`config.mk`:
```
export PLATFORM = sky130hd
export DESIGN_NAME = msm_rd_burst_issuer_flat
export DESIGN_NICKNAME = d
export VERILOG_FILES = /design/src/rtl/msm_rd_burst_issuer_if.sv /design/src/rtl/msm_rd_burst_issuer.sv /design/src/flat_wrapper.sv
export SDC_FILE = /design/constraint.sdc
export NUM_CORES = 1
export LEC_CHECK = 0
export ABC_AREA = 1
export BUFFER_PORTS_ARGS = -buffer_cell sky130_fd_sc_hd__buf_2
export CORE_MARGIN = 4
export CORE_UTILIZATION = 25
export CTS_CLUSTER_SIZE = 12
export DETAILED_ROUTE_END_ITERATION = 12
export HOLD_SLACK_MARGIN = 0.15
export PLACE_DENSITY_LB_ADDON = 0.2
export RECOVER_POWER = 50
export SLEW_MARGIN = 20
export SYNTH_ARGS = -nofsm -noshare
export SYNTH_HDL_FRONTEND = slang
export SYNTH_SLANG_ARGS = --single-unit
```
`constraint.sdc`:
```
create_clock -name clk -period 3.45 [get_ports clk]
set_input_delay 0.69 -clock clk [delete_from_list [all_inputs] [get_ports clk]]
set_output_delay 0.69 -clock clk [all_outputs]
set_load 0.01 [all_outputs]
```
`src/rtl/msm_rd_burst_issuer_if.sv`:
```
// rtl/msm_rd_burst_issuer_if.sv - AXI4 AR channel plus observed R handshake signals
interface msm_rd_burst_issuer_if #(
    parameter int C_ADDR_WIDTH = 64
);
    logic                    arvalid;
    logic                    arready;
    logic [C_ADDR_WIDTH-1:0] araddr;
    logic [7:0]              arlen;
    logic                    rvalid;
    logic                    rready;
    logic                    rlast;

    modport master (
        output arvalid, araddr, arlen,
        input  arready, rvalid, rready, rlast
    );

    modport slave (
        input  arvalid, araddr, arlen,
        output arready, rvalid, rready, rlast
    );
endinterface

```
`src/rtl/msm_rd_burst_issuer.sv`:
```
// rtl/msm_rd_burst_issuer.sv - splits a read transfer into AXI4 AR bursts with an outstanding-burst throttle
module msm_rd_burst_issuer #(
    parameter int C_ADDR_WIDTH      = 64,
    parameter int C_DATA_WIDTH      = 512,
    parameter int C_XFER_SIZE_WIDTH = 32,
    parameter int C_BURST_LEN       = 64,
    parameter int C_MAX_OUTSTANDING = 16
) (
    input  logic                                 clk,
    input  logic                                 rst_n,
    input  logic                                 ctrl_start,
    input  logic [C_ADDR_WIDTH-1:0]              ctrl_addr_offset,
    input  logic [C_XFER_SIZE_WIDTH-1:0]         ctrl_xfer_beats,
    output logic                                 ctrl_done,
    output logic                                 busy,
    output logic                                 err,
    output logic [$clog2(C_MAX_OUTSTANDING):0]   outstanding,
    msm_rd_burst_issuer_if.master                m_axi
);
    localparam int BURST_BYTES = C_BURST_LEN * (C_DATA_WIDTH / 8);
    localparam int ADDR_LSB    = $clog2(BURST_BYTES);
    localparam int LEN_LSB     = $clog2(C_BURST_LEN);
    localparam int CNT_W       = C_XFER_SIZE_WIDTH - LEN_LSB + 1;
    localparam int OUT_W       = $clog2(C_MAX_OUTSTANDING) + 1;

    localparam logic [C_ADDR_WIDTH-1:0] BASE_MASK = {C_ADDR_WIDTH{1'b1}} << ADDR_LSB;
    localparam logic [C_ADDR_WIDTH-1:0] ADDR_STEP = C_ADDR_WIDTH'(BURST_BYTES);
    localparam logic [7:0]              FULL_LEN  = 8'(C_BURST_LEN - 1);
    localparam logic [OUT_W-1:0]        MAX_OUT   = OUT_W'(C_MAX_OUTSTANDING);

    typedef enum logic [1:0] {IDLE, ISSUE, DRAIN, DONE} state_t;
    state_t state, state_nxt;

    logic [C_ADDR_WIDTH-1:0] next_addr;
    logic [CNT_W-1:0]        bursts_left;
    logic [LEN_LSB-1:0]      rem_q;

    logic                    ar_hs, r_last_hs, start_ok, load;
    logic [OUT_W-1:0]        out_nxt;
    logic [LEN_LSB-1:0]      start_rem;
    logic [CNT_W-1:0]        start_total;
    logic [C_ADDR_WIDTH-1:0] src_addr;
    logic [CNT_W-1:0]        src_left;
    logic [LEN_LSB-1:0]      src_rem;
    logic [7:0]              src_len;

    assign busy = (state != IDLE) | ctrl_done;

    always_comb begin
        ar_hs       = m_axi.arvalid & m_axi.arready;
        r_last_hs   = m_axi.rvalid & m_axi.rready & m_axi.rlast;
        start_ok    = ctrl_start & ~busy;
        start_rem   = ctrl_xfer_beats[LEN_LSB-1:0];
        start_total = CNT_W'(ctrl_xfer_beats >> LEN_LSB) + CNT_W'(start_rem != '0);

        out_nxt = outstanding;
        if (ar_hs && !r_last_hs) begin
            out_nxt = outstanding + OUT_W'(1);
        end else if (!ar_hs && r_last_hs && outstanding != '0) begin
            out_nxt = outstanding - OUT_W'(1);
        end

        // The first burst is loaded straight from the start inputs so arvalid appears one cycle after start.
        src_addr = start_ok ? (ctrl_addr_offset & BASE_MASK) : next_addr;
        src_left = start_ok ? start_total : bursts_left;
        src_rem  = start_ok ? start_rem : rem_q;
        src_len  = (src_left == CNT_W'(1) && src_rem != '0) ? 8'(src_rem) - 8'd1 : FULL_LEN;

        // Throttle on the count as it will stand after this edge, so a pending burst is never overcommitted.
        load = (out_nxt < MAX_OUT) &&
               ((start_ok && start_total != '0) ||
                (state == ISSUE && (!m_axi.arvalid || ar_hs) && bursts_left != '0));
    end

    always_comb begin
        state_nxt = state;
        case (state)
            IDLE:    if (start_ok) state_nxt = (ctrl_xfer_beats != '0) ? ISSUE : DONE;
            ISSUE:   if (ar_hs && bursts_left == '0) state_nxt = DRAIN;
            DRAIN:   if (out_nxt == '0) state_nxt = DONE;
            DONE:    state_nxt = IDLE;
            default: state_nxt = IDLE;
        endcase
    end

    always_ff @(posedge clk or negedge rst_n) begin
        if (!rst_n) begin
            state <= IDLE;
        end else begin
            state <= state_nxt;
        end
    end

    always_ff @(posedge clk or negedge rst_n) begin
        if (!rst_n) begin
            m_axi.arvalid <= 1'b0;
            m_axi.araddr  <= '0;
            m_axi.arlen   <= '0;
            next_addr     <= '0;
            bursts_left   <= '0;
            rem_q         <= '0;
            outstanding   <= '0;
            err           <= 1'b0;
            ctrl_done     <= 1'b0;
        end else begin
            outstanding <= out_nxt;
            ctrl_done   <= (state == DONE);
            if (start_ok) begin
                err <= 1'b0;
            end else if (r_last_hs && !ar_hs && outstanding == '0) begin
                err <= 1'b1;
            end
            if (load) begin
                m_axi.arvalid <= 1'b1;
                m_axi.araddr  <= src_addr;
                m_axi.arlen   <= src_len;
                next_addr     <= src_addr + ADDR_STEP;
                bursts_left   <= src_left - CNT_W'(1);
                rem_q         <= src_rem;
            end else if (ar_hs) begin
                m_axi.arvalid <= 1'b0;
            end
        end
    end
endmodule

```
`src/flat_wrapper.sv`:
```
// flat-port wrapper written by rule: the top's interface ports become plain ports
module msm_rd_burst_issuer_flat 
#(
    parameter int C_ADDR_WIDTH      = 64,
    parameter int C_DATA_WIDTH      = 512,
    parameter int C_XFER_SIZE_WIDTH = 32,
    parameter int C_BURST_LEN       = 64,
    parameter int C_MAX_OUTSTANDING = 16
)
  (clk, rst_n, ctrl_start, ctrl_addr_offset, ctrl_xfer_beats, ctrl_done, busy, err, outstanding, m_axi_arvalid, m_axi_araddr, m_axi_arlen, m_axi_arready, m_axi_rvalid, m_axi_rready, m_axi_rlast);
  msm_rd_burst_issuer_if #(.C_ADDR_WIDTH(C_ADDR_WIDTH)) m_axi_i ();
  input  logic clk;
  input  logic rst_n;
  input  logic ctrl_start;
  input  logic [C_ADDR_WIDTH-1:0] ctrl_addr_offset;
  input  logic [C_XFER_SIZE_WIDTH-1:0] ctrl_xfer_beats;
  output logic ctrl_done;
  output logic busy;
  output logic err;
  output logic [$clog2(C_MAX_OUTSTANDING):0] outstanding;
  output wire logic [$bits(m_axi_i.arvalid)-1:0] m_axi_arvalid;
  output wire logic [$bits(m_axi_i.araddr)-1:0] m_axi_araddr;
  output wire logic [$bits(m_axi_i.arlen)-1:0] m_axi_arlen;
  input wire logic [$bits(m_axi_i.arready)-1:0] m_axi_arready;
  input wire logic [$bits(m_axi_i.rvalid)-1:0] m_axi_rvalid;
  input wire logic [$bits(m_axi_i.rready)-1:0] m_axi_rready;
  input wire logic [$bits(m_axi_i.rlast)-1:0] m_axi_rlast;
  assign m_axi_arvalid = m_axi_i.arvalid;
  assign m_axi_araddr = m_axi_i.araddr;
  assign m_axi_arlen = m_axi_i.arlen;
  assign m_axi_i.arready = m_axi_arready;
  assign m_axi_i.rvalid = m_axi_rvalid;
  assign m_axi_i.rready = m_axi_rready;
  assign m_axi_i.rlast = m_axi_rlast;
  msm_rd_burst_issuer #(.C_ADDR_WIDTH(C_ADDR_WIDTH), .C_DATA_WIDTH(C_DATA_WIDTH), .C_XFER_SIZE_WIDTH(C_XFER_SIZE_WIDTH), .C_BURST_LEN(C_BURST_LEN), .C_MAX_OUTSTANDING(C_MAX_OUTSTANDING)) u_core (.clk(clk), .rst_n(rst_n), .ctrl_start(ctrl_start), .ctrl_addr_offset(ctrl_addr_offset), .ctrl_xfer_beats(ctrl_xfer_beats), .ctrl_done(ctrl_done), .busy(busy), .err(err), .outstanding(outstanding), .m_axi(m_axi_i));
endmodule
```
# Yosys cells after proc, flatten, opt, wreduce, memory -nomap -nowiden

Cells that the tools add are included.

Register bits: 179
Input bits: 103
Output and inout port bits: 81
Word-level logic and storage cells: 74

Add/sub/neg operators: 6
Magnitude comparators: 1
Equality and inequality tests: 7
Muxes and demuxes: 15
Bitwise operators: 6
Reduce and logical (&&, ||, !) cells: 29

Operator list:

| operator                 | number |
|---|---|
| $add A64 B13 Y64 const B | 1 |
| $mux W64                 | 1 |
| $reduce_bool A27 Y1      | 2 |
| $reduce_bool A32 Y1      | 1 |
| $add A26 B1 Y27          | 1 |
| $eq A27 B1 Y1 const B    | 1 |
| $logic_not A27 Y1        | 1 |
| $mux W27                 | 1 |
| $sub A27 B1 Y27 const B  | 1 |
| $reduce_bool A6 Y1       | 2 |
| $logic_and A1 B1 Y1      | 10 |
| $logic_not A5 Y1         | 2 |
| $mux W5                  | 2 |
| $mux W2                  | 4 |
| $mux W8                  | 1 |
| $pmux W2 S4              | 1 |
| $sub A6 B1 Y7 const B    | 1 |
| $mux W6                  | 1 |
| $reduce_bool A2 Y1       | 3 |
| $add A5 B1 Y5 const B    | 1 |
| $lt A5 B5 Y1 const B     | 1 |
| $reduce_bool A5 Y1       | 1 |
| $sub A5 B1 Y5 const B    | 1 |
| $and A1 B1 Y1            | 4 |
| other kinds (11)         | 19 |

# Longest topological paths before layout

Gate-level depths: netlist (run 1).

Depth in word-level cells: 9
Depth in mapped cells: 22
Mapped depth without buffers: 21

# Worst setup path before layout (run 1)

OpenSTA, ideal clock, no wires.

Path type: in2reg
Start point: input port ctrl_xfer_beats[1]
End point: register u_core.bursts_left[24]
Library setup time: 116 ps
Data arrival time: 3105 ps
Required time: 3334 ps
Slack: 229 ps
Cell stages on the path: 19
Path buffers: 0
Cell sequence: nor4_1 nand3_1 ha_1 ha_1 inv_1 nand2_1 o21ai_0 ha_1 nand3_1 nor2_1 nand3_1 nor2_1 nand3_1 nor2_1 nand2_1 nand2_1 nand2_1 nand2_1 nand2_1

Cells in the longest elaborated chain, start to end: 6
Elaborated cells between the ends (all ways): 8
Classes of those cells: add/sub: 2; mux: 1; reduce/logical: 5

RTL lines:

| what                                                                    | RTL line                   | text |
|---|---|---|
| start, declared                                                         | flat_wrapper.sv:16         | `input logic [C_XFER_SIZE_WIDTH-1:0] ctrl_xfer_beats;` |
| $reduce_bool A6 Y1 (*)                                                  | msm_rd_burst_issuer.sv:54  | `start_total = CNT_W'(ctrl_xfer_beats >> LEN_LSB) + CNT_W'(start_rem != '0);` |
| $add A26 B1 Y27 (*)                                                     | msm_rd_burst_issuer.sv:54  |  |
| parallel branches: the longest is 4 deep, another holds $sub A27 B1 Y27 | -                          |  |
| end signal, assigned                                                    | msm_rd_burst_issuer.sv:118 | `bursts_left <= src_left - CNT_W'(1);` |
| end, declared                                                           | msm_rd_burst_issuer.sv:35  | `logic [CNT_W-1:0] bursts_left;` |

Mark *: on every way between the ends.
A chain may end at the register's enable or synchronous reset.

# Worst setup path in the final report (run 1)

Start point: input port ctrl_xfer_beats[1]
End point: register u_core.m_axi.araddr[15]

Cells in the longest elaborated chain, start to end: 6

RTL lines:

| what                 | RTL line                     | text |
|---|---|---|
| $reduce_bool A6 Y1   | msm_rd_burst_issuer.sv:54    |  |
| $add A26 B1 Y27      | msm_rd_burst_issuer.sv:54    |  |
| $reduce_bool A27 Y1  | msm_rd_burst_issuer.sv:71    | `((start_ok && start_total != '0) \|\|` |
| $logic_and A1 B1 Y1  | msm_rd_burst_issuer.sv:71    |  |
| $logic_or A1 B1 Y1   | msm_rd_burst_issuer.sv:71    |  |
| $logic_and A1 B1 Y1  | msm_rd_burst_issuer.sv:70    | `load = (out_nxt < MAX_OUT) &&` |
| end signal, assigned | msm_rd_burst_issuer.sv:115   | `m_axi.araddr <= src_addr;` |
| end, declared        | msm_rd_burst_issuer_if.sv:14 | `output arvalid, araddr, arlen,` |

Every way passes these cells.

==> results of run 1 <==
## cell usage after synthesis (2+ instances only)
cell      number
a21boi_0       2
nor2_4         5
xor2_1        38
nor2_1       173
inv_1        112
ha_1          14
o21a_1         4
or2_2         18
clkbuf_1      19
buf_6          5
dfrtp_1      154
o21ai_0       32
nor2_2         6
nor4_1         9
nand2_4        2
inv_2          2
nor3_1        15
nand3_1      222
buf_4         13
xnor2_1       28
nand2_1      762
nand3b_1       9
o21ai_1        3
buf_2         28
buf_1          8
nand4_1       20
and2_1         5
nand2_2       15
## area by class of cell
type                            count  area [um^2]  share of cell area [%]
Timing Repair Buffer              282         1840                    13.2
Clock inverter                     14          150                    1.08
Tap cell                          585          732                    5.26
Clock buffer                       18          439                    3.16
Inverter                          114          430                    3.09
Multi-Input combinational cell   1406         6470                    46.5
Sequential cell                   154         3850                    27.7
## power by group
group	internal, mW	total [mW]	switching [mW]
logic	2.57	6.90	4.33
registers	2.56	2.99	0.438
clock network	1.04	1.94	0.894
## tightest hold or removal path: stages, from the launching register on
cell	delay (ps)
dfrtp_1	340
nand2_1	50
nand2_1	50
## cell usage in the layout (no fill, tap or decap), types with 7 or more instances in the layout
cell type  count
nand2_1      762
nand3_1      220
nor2_1       173
dfrtp_1      154
buf_2        130
inv_1        112
buf_4        109
xor2_1        38
o21ai_0       31
xnor2_1       28
clkbuf_1      28
nand4_1       20
or2_2         18
clkbuf_16     18
nor3_1        15
nand2_2       15
ha_1          14
conb_1        12
buf_12        11
nand3b_1       9
nor4_1         7
## final timing paths
| check | startpoint | end | slack [ps] | depth (start not counted) |
|---|---|---|---|---|
| worst max-delay path | ctrl_xfer_beats[1] | u_core.m_axi.araddr[15]$_DFFE_PN0P_ | 200 | 20 |
| worst min-delay path | u_core.next_addr[12]$_DFFE_PN0P_ | u_core.next_addr[12]$_DFFE_PN0P_ | 460 | 2 |
| worst max register to register | u_core.state[0]$_DFFE_PN0P_ | u_core.next_addr[58]$_DFFE_PN0P_ | 290 | 16 |
| worst min register to register | u_core.next_addr[12]$_DFFE_PN0P_ | u_core.next_addr[12]$_DFFE_PN0P_ | 460 | 2 |
| max in group asynchronous | rst_n | u_core.next_addr[31]$_DFFE_PN0P_ | 690 | 2 |
| min in group asynchronous | rst_n | u_core.bursts_left[13]$_DFFE_PN0P_ | 790 | 1 |
## flip-flops by register name, summed over array words and instances, names as in the netlist
signal                count
u_core.outstanding        5
u_core.m_axi.arvalid      1
u_core.ctrl_done          1
u_core.bursts_left       27
u_core.state              2
u_core.next_addr         52
u_core.rem_q              6
u_core.err                1
u_core.m_axi.arlen        7
u_core.m_axi.araddr      52
## kinds of logic after synthesis
family,after synthesis
DFF,154
buffers and inverters,188
adders and majority gates,14
and+or+nand+nor,1264
xor gates and xnor gates,66
other,1
AOI/OAI and AO/OA,49
muxes,1
## layer usage
metal | global-route usage [%] | vias up | part of all wire, %
met1 | 22.2 | 5311 | 46
met5 | 0 | - | 0
li1 | - | 5940 | -
met4 | 3.60 | 0 | 1.6
met3 | 2.77 | 34 | 3.7
met2 | 29.0 | 235 | 49
## repair_timing
| item | in CTS | in global routing |
|---|---|---|
| pin swaps | 0 | 1 |
| buffers inserted | 0 | 0 |
| resized for setup | 1 | 7 |
| endpoints found under the setup margin | 2 | 144 |
| gates cloned | 0 | 1 |
==> results by group, run 1 <==
Clock tree
  – H-Tree Depth: 4
  – Hold Buf Count CTS: 0
  – Sink Count: roughly 150
  – Clock Latency Late Sink: around 450 ps
  – CTS tree: yes
  – CTS max path bufs: 2
  – Reg clk slew, reported paths: around 70 ps
  – Total CTS buffers: 17
  – Root buffer cell: clkbuf_16

Timing
  – Fin. Hold Viols: 0
  – Hold_ws: roughly 460 ps
  – Endpoints failing setup: 0
  – Setup TNS: 0 ps
  – Skew final: between 20 and 25 ps
  – Post-route setup slack: between 200 and 250 ps
  – Final slew viol count: between 60 and 70
  – Least-Margin Pin Slew: ~2000 ps
  – Slew headroom: -31.6%
  – Fmax: ~310 MHz
  – Fin crit share: about 94%
  – Minimum clock period: 3250 ps
  – RSZ-0062 raised after global routing: yes

Cells and area
  – Post-layout util: roughly a third
  – Area grow syn2layout: 25.7%
  – Layout cells sized above 1: around 17%
  – Layout fillers: between 4000 and 5000
  – # diodes: 0
  – Layout Cells excl Fill: approximately 2600
  – Final non-filler cell area: 13900 um^2
  – Nets: 2092

Setup path
  – Critical path's slowest cell: nor4_2
  – Setup Crit Path Kind: in2reg
  – Worst path cell trace: buf_2 -> nor4_2 -> nand3_2 -> ha_1 -> ha_1 -> or2_2 -> nor2_1 -> nand3_1 -> nor2_1 -> nand2_1 -> nor2_1 -> nand2_1 -> nor2_1 -> nand3_1 -> nand2_2 -> nand2_4 -> nand2_8 -> buf_12 -> nand2_1 -> nand2_1
  – Max FO, Critical Path: 31
  – CP bufs+invs: 2
  – Slowest Stage Delay on Critical Path: approximately 310 ps
  – CP Launch Type: primary input
  – CP Capture Type: flop
  – Largest delay contributor family on the critical path: simple AND/OR/NAND/NOR gates
  – Worst endpoint required time: 3830 ps
  – Worst Path Arrival: about 3600 ps

Drt
  – DRT Pass-1 Iters: 6
  – DR vias/cell: 4.48
  – DR iter-0 viols: roughly 800
  – WL final: about 40 mm
  – Routed WL per cell: 15.7 um
  – Routed via count: ~12000
  – Post-route ant nets: 0
  – DRC violations left: 0

Floorplan
  – Core Rows: 76
  – IO Pins: ~180
  – Initial Util: 25.5%
  – Die ar.: about 48000 um^2
  – Die Wd: ~220 um
  – Placeable core area: between 40000 and 50000 um^2
  – Die Ht: ~220 um

Synthesis
  – Share of flip-flops with an asynchronous set or reset: 100%
  – Post-synth EDFFs: 0
  – Compound-Gate Fraction of Synth Area: between 2 and 3%
  – Syn avg cell area: approximately 6.4 um^2
  – Adder-cell share of the synthesized area: approximately 1.6%
  – Area leader, netlist: dfrtp_1
  – Ranking of synthesized cells by area: dfrtp_1, nand2_1, nand3_1
  – #FFs+latches synth: 154
  – Sequential cell area fraction in the yosys report: 34.8%
  – Mux cell area share after synthesis: less than 1%
  – Synth top area share: 34.8%
  – Syn. warnings: 0
  – Top_reg_cell synth: dfrtp_1
  – Number of distinct library cells after synthesis: between 40 and 50
  – Cell count after synthesis: roughly 1700
  – Simple-Gate Fraction of Synth Area: between 40 and 50%
  – Synth Area in XOR/XNOR: approximately 5.2%
  – Main combinational cell family by area after synthesis: simple AND/OR/NAND/NOR gates
  – Mapped Area: roughly 11000 um^2

GRT
  – Global-route wire length before repair: about 63 mm
  – Largest net degree at the start of global routing: between 60 and 70
  – Total gr overflow: 0
  – Vias in the first global route: around 11000
  – GRT Util Overall: approximately 17%
  – Initial antenna violation count: 0

Power and ir drop
  – Peak supply drop: 0.446 mV
  – Leakage: 7.23 nW
  – Final Total Pwr: roughly 12 mW
  – Pwr per Cell Area: 850 nW/um^2

Place
  – Cell Area, Placed: 13300 um^2
  – Place WS: -488 ps
  – Inst Count DP: about 2500
  – Port Buf Inserts: about 160
  – RePlAce Congestion: ~0.87
  – Detailed placement HPWL: around 31 mm

Run status
  – Failing checks: max-capacitance violations, max-slew violations
  – Status: complete, but fails checks

Run
  – Max-Cap Viols: 1

Min path
  – Hold Crit Class: reg2reg
Power figures use the tool's default switching activity.
==> run 2, diff against run 1 <==
Settings changed: PLACE_DENSITY set to 0.39, PLACE_DENSITY_LB_ADDON 0.2 to unset.
==> run 2 against run 1 <==
Effect of this change:
- the flow still finishes with violations (max-capacitance violations, max-slew violations)
- global-route usage is 1.0 points higher
- wire length is 13% higher
- power is 7.9% higher
- cell area is 4.0% higher
- via count is 2.4% higher
- maximum frequency is 1.3% lower
- core utilization is 1.3 points higher
- die area stayed put
- setup slack worse by 42 ps
- sequential power hardly changed
- sequential cell count stayed put
- largest cell class unchanged
- largest power group unchanged
- highest routed layer unchanged
==> results by group, run 2 (synthesis results as in run 1) <==
Clock tree
  – CTS max path bufs: 2
  – CTS tree: yes
  – Clock Latency Late Sink: 450 ps
  – Total CTS buffers: 17
  – Reg clk slew, reported paths: ~60 ps
  – Root buffer cell: clkbuf_16
  – H-Tree Depth: 4
  – Sink Count: around 150

Setup path
  – Slowest Stage Delay on Critical Path: between 200 and 300 ps
  – Setup Crit Path Kind: in2reg
  – CP Capture Type: flop
  – Max FO, Critical Path: 6
  – FF-to-FF End: u_core.next_addr[59]$_DFFE_PN0P_
  – Cell repeated most along the worst path: nand2_1
  – Worst R2R Setup Slack: 180 ps
  – Worst Path Arrival: 3670 ps
  – Worst reg-to-reg path cell count: 16
  – Worst path cell trace: buf_2 -> nor4_2 -> nand3_1 -> buf_6 -> ha_2 -> ha_2 -> or2_4 -> nor2_2 -> nand3_1 -> nor2_1 -> nand2_1 -> nor2_2 -> nand2_1 -> nor2_1 -> nand3_2 -> nand2_4 -> nand2_8 -> nand2_4 -> buf_6 -> nand2_1 -> nand2_1
  – CP Launch Type: primary input
  – R2r startpoint: u_core.state[0]$_DFFE_PN0P_
  – Worst endpoint required time: between 3000 and 4000 ps
  – Critical path's slowest cell: ha_2

Floorplan
  – Initial Util: between 20% and 30%
  – Die Ht: about 220 um
  – Die ar.: 47700 um^2
  – Placeable core area: between 40000 and 50000 um^2
  – Core Rows: 76
  – Die Wd: between 200 and 250 um
  – IO Pins: 184

GRT
  – Initial antenna violation count: 0
  – GRT Util Overall: between 10% and 20%
  – Total gr overflow: 0
  – Global-route wire length before repair: 66.4 mm
  – Largest net degree at the start of global routing: between 100 and 150
  – Vias in the first global route: approximately 12000

Place
  – Port Buf Inserts: 159
  – RePlAce Congestion: a little under 0.9
  – Detailed placement HPWL: between 30 and 40 mm
  – Place WS: -460 ps
  – Cell Area, Placed: approximately 13000 um^2

Min path
  – Worst Hold Endpoint: u_core.next_addr[12]$_DFFE_PN0P_
  – Hold_sp: u_core.next_addr[12]$_DFFE_PN0P_
  – Hold Crit Class: reg2reg
  – Hold depth: 2

Drt
  – WL final: between 40 and 50 mm
  – DRC violations left: 0
  – DRT Pass-1 Iters: 5
  – Post-route ant nets: 0
  – DR iter-0 viols: ~770
  – Routed via count: about 12000
  – DR vias/cell: 4.52
  – Routed WL per cell: about 18 um

Timing
  – Post-route setup slack: 163 ps
  – Fin. Hold Viols: 0
  – Fin crit share: 95.3%
  – Setup TNS: 0 ps
  – Hold_ws: approximately 460 ps
  – RSZ-0062 raised after global routing: yes
  – Endpoints failing setup: 0
  – Slew headroom: -71.0%
  – Fmax: 304 MHz
  – Least-Margin Pin Slew: about 2600 ps
  – Final slew viol count: 83
  – Minimum clock period: between 3000 and 4000 ps
  – Skew final: roughly 13 ps

Cells and area
  – Nets: between 2000 and 2500
  – Largest regs: u_core.m_axi.araddr: 52 flops, u_core.next_addr: 52 flops, u_core.bursts_left: 27 flops
  – Area grow syn2layout: 30.8%
  – # diodes: 0
  – Final non-filler cell area: 14500 um^2
  – Layout fillers: 4976
  – Layout cells sized above 1: 19.7%
  – Most frequent cells in the layout: nand2_1, nand3_1, nor2_1
  – Most common cell after layout, fill and taps aside: nand2_1

Power and ir drop
  – Final Total Pwr: 12.8 mW
  – Leakage: between 7 and 8 nW
  – Peak supply drop: ~0.38 mV
  – Pwr per Cell Area: between 800 and 900 nW/um^2

Run status
  – Status: complete, but fails checks
  – Failing checks: max-capacitance violations, max-slew violations

Run
  – Max-Cap Viols: 1
-- run 2: cell types whose count changed in the layout (fill, tap and decap cells not counted), sizes merged --
| cell | delta |
|---|---|
| buf | +30 |
| clkinv | +2 |
| nand2 | +4 |
| bufinv | +1 |
| clkbuf | +4 |
| clkinvlp | +2 |
| inv | -8 |
-- run 2: critical path: cells and delay by family --
family	cells	cell delay [ps]
simple gates	16	2090
buf+inv	3	450
fa+ha+maj	2	430
-- run 2: what timing repair did --
action / CTS / global route
buffers inserted: 0 / 3
gates cloned: 0 / 16
setup endpoints to repair: 1 / 145
resized for setup: 1 / 43
pin swaps: 0 / 16
hold buffers: 0 / 0
-- run 2: routing by layer --
layer / global-route usage [%] / routed length (um)
met5: 0 / 0
met4: 3.45 / 458
met3: 2.41 / 1320
met2: 31.0 / 22500
met1: 23.8 / 21400
-- run 2: area by class of cell --
type | count | area (um^2) | share of cell area, %
multi-input combinational | 1410 | 6610 | 45.7
sequential | 154 | 3850 | 26.6
timing repair buffer | 313 | 2280 | 15.8
tap | 585 | 732 | 5.06
clock buffer | 21 | 440 | 3.04
inverter | 114 | 430 | 2.97
clock inverter | 11 | 124 | 0.856
-- run 2: worst max-delay path by stage --
| stage | slack, ps | from | endpoint |
|---|---|---|---|
| CTS | 10 | ctrl_xfer_beats[1] | u_core.bursts_left[24]$_DFFE_PN0P_ |
| floorplan | 230 | ctrl_xfer_beats[1] | u_core.bursts_left[24]$_DFFE_PN0P_ |
| global route | -30 | ctrl_xfer_beats[2] | u_core.bursts_left[24]$_DFFE_PN0P_ |
| detailed placement | -460 | ctrl_xfer_beats[1] | u_core.bursts_left[26]$_DFFE_PN0P_ |
| global placement | -460 | ctrl_xfer_beats[1] | u_core.bursts_left[26]$_DFFE_PN0P_ |
| finish | 160 | ctrl_xfer_beats[2] | u_core.m_axi.arlen[3]$_DFFE_PN0P_ |
-- run 2: metrics by stage --
step	utilization, %	std cells
floorplan	-	1748
global placement	30.9	2557
detailed placement	30.9	2557
CTS	32.2	2589
global route	33.3	2608
finish	33.3	2608
-- run 2: where the power goes --
part	total (mW)	leakage (nW)	internal, mW	switching, mW
registers	3.01	1.97	2.56	0.453
logic	7.86	5.26	3.06	4.81
clock network	1.88	0.267	1.06	0.820
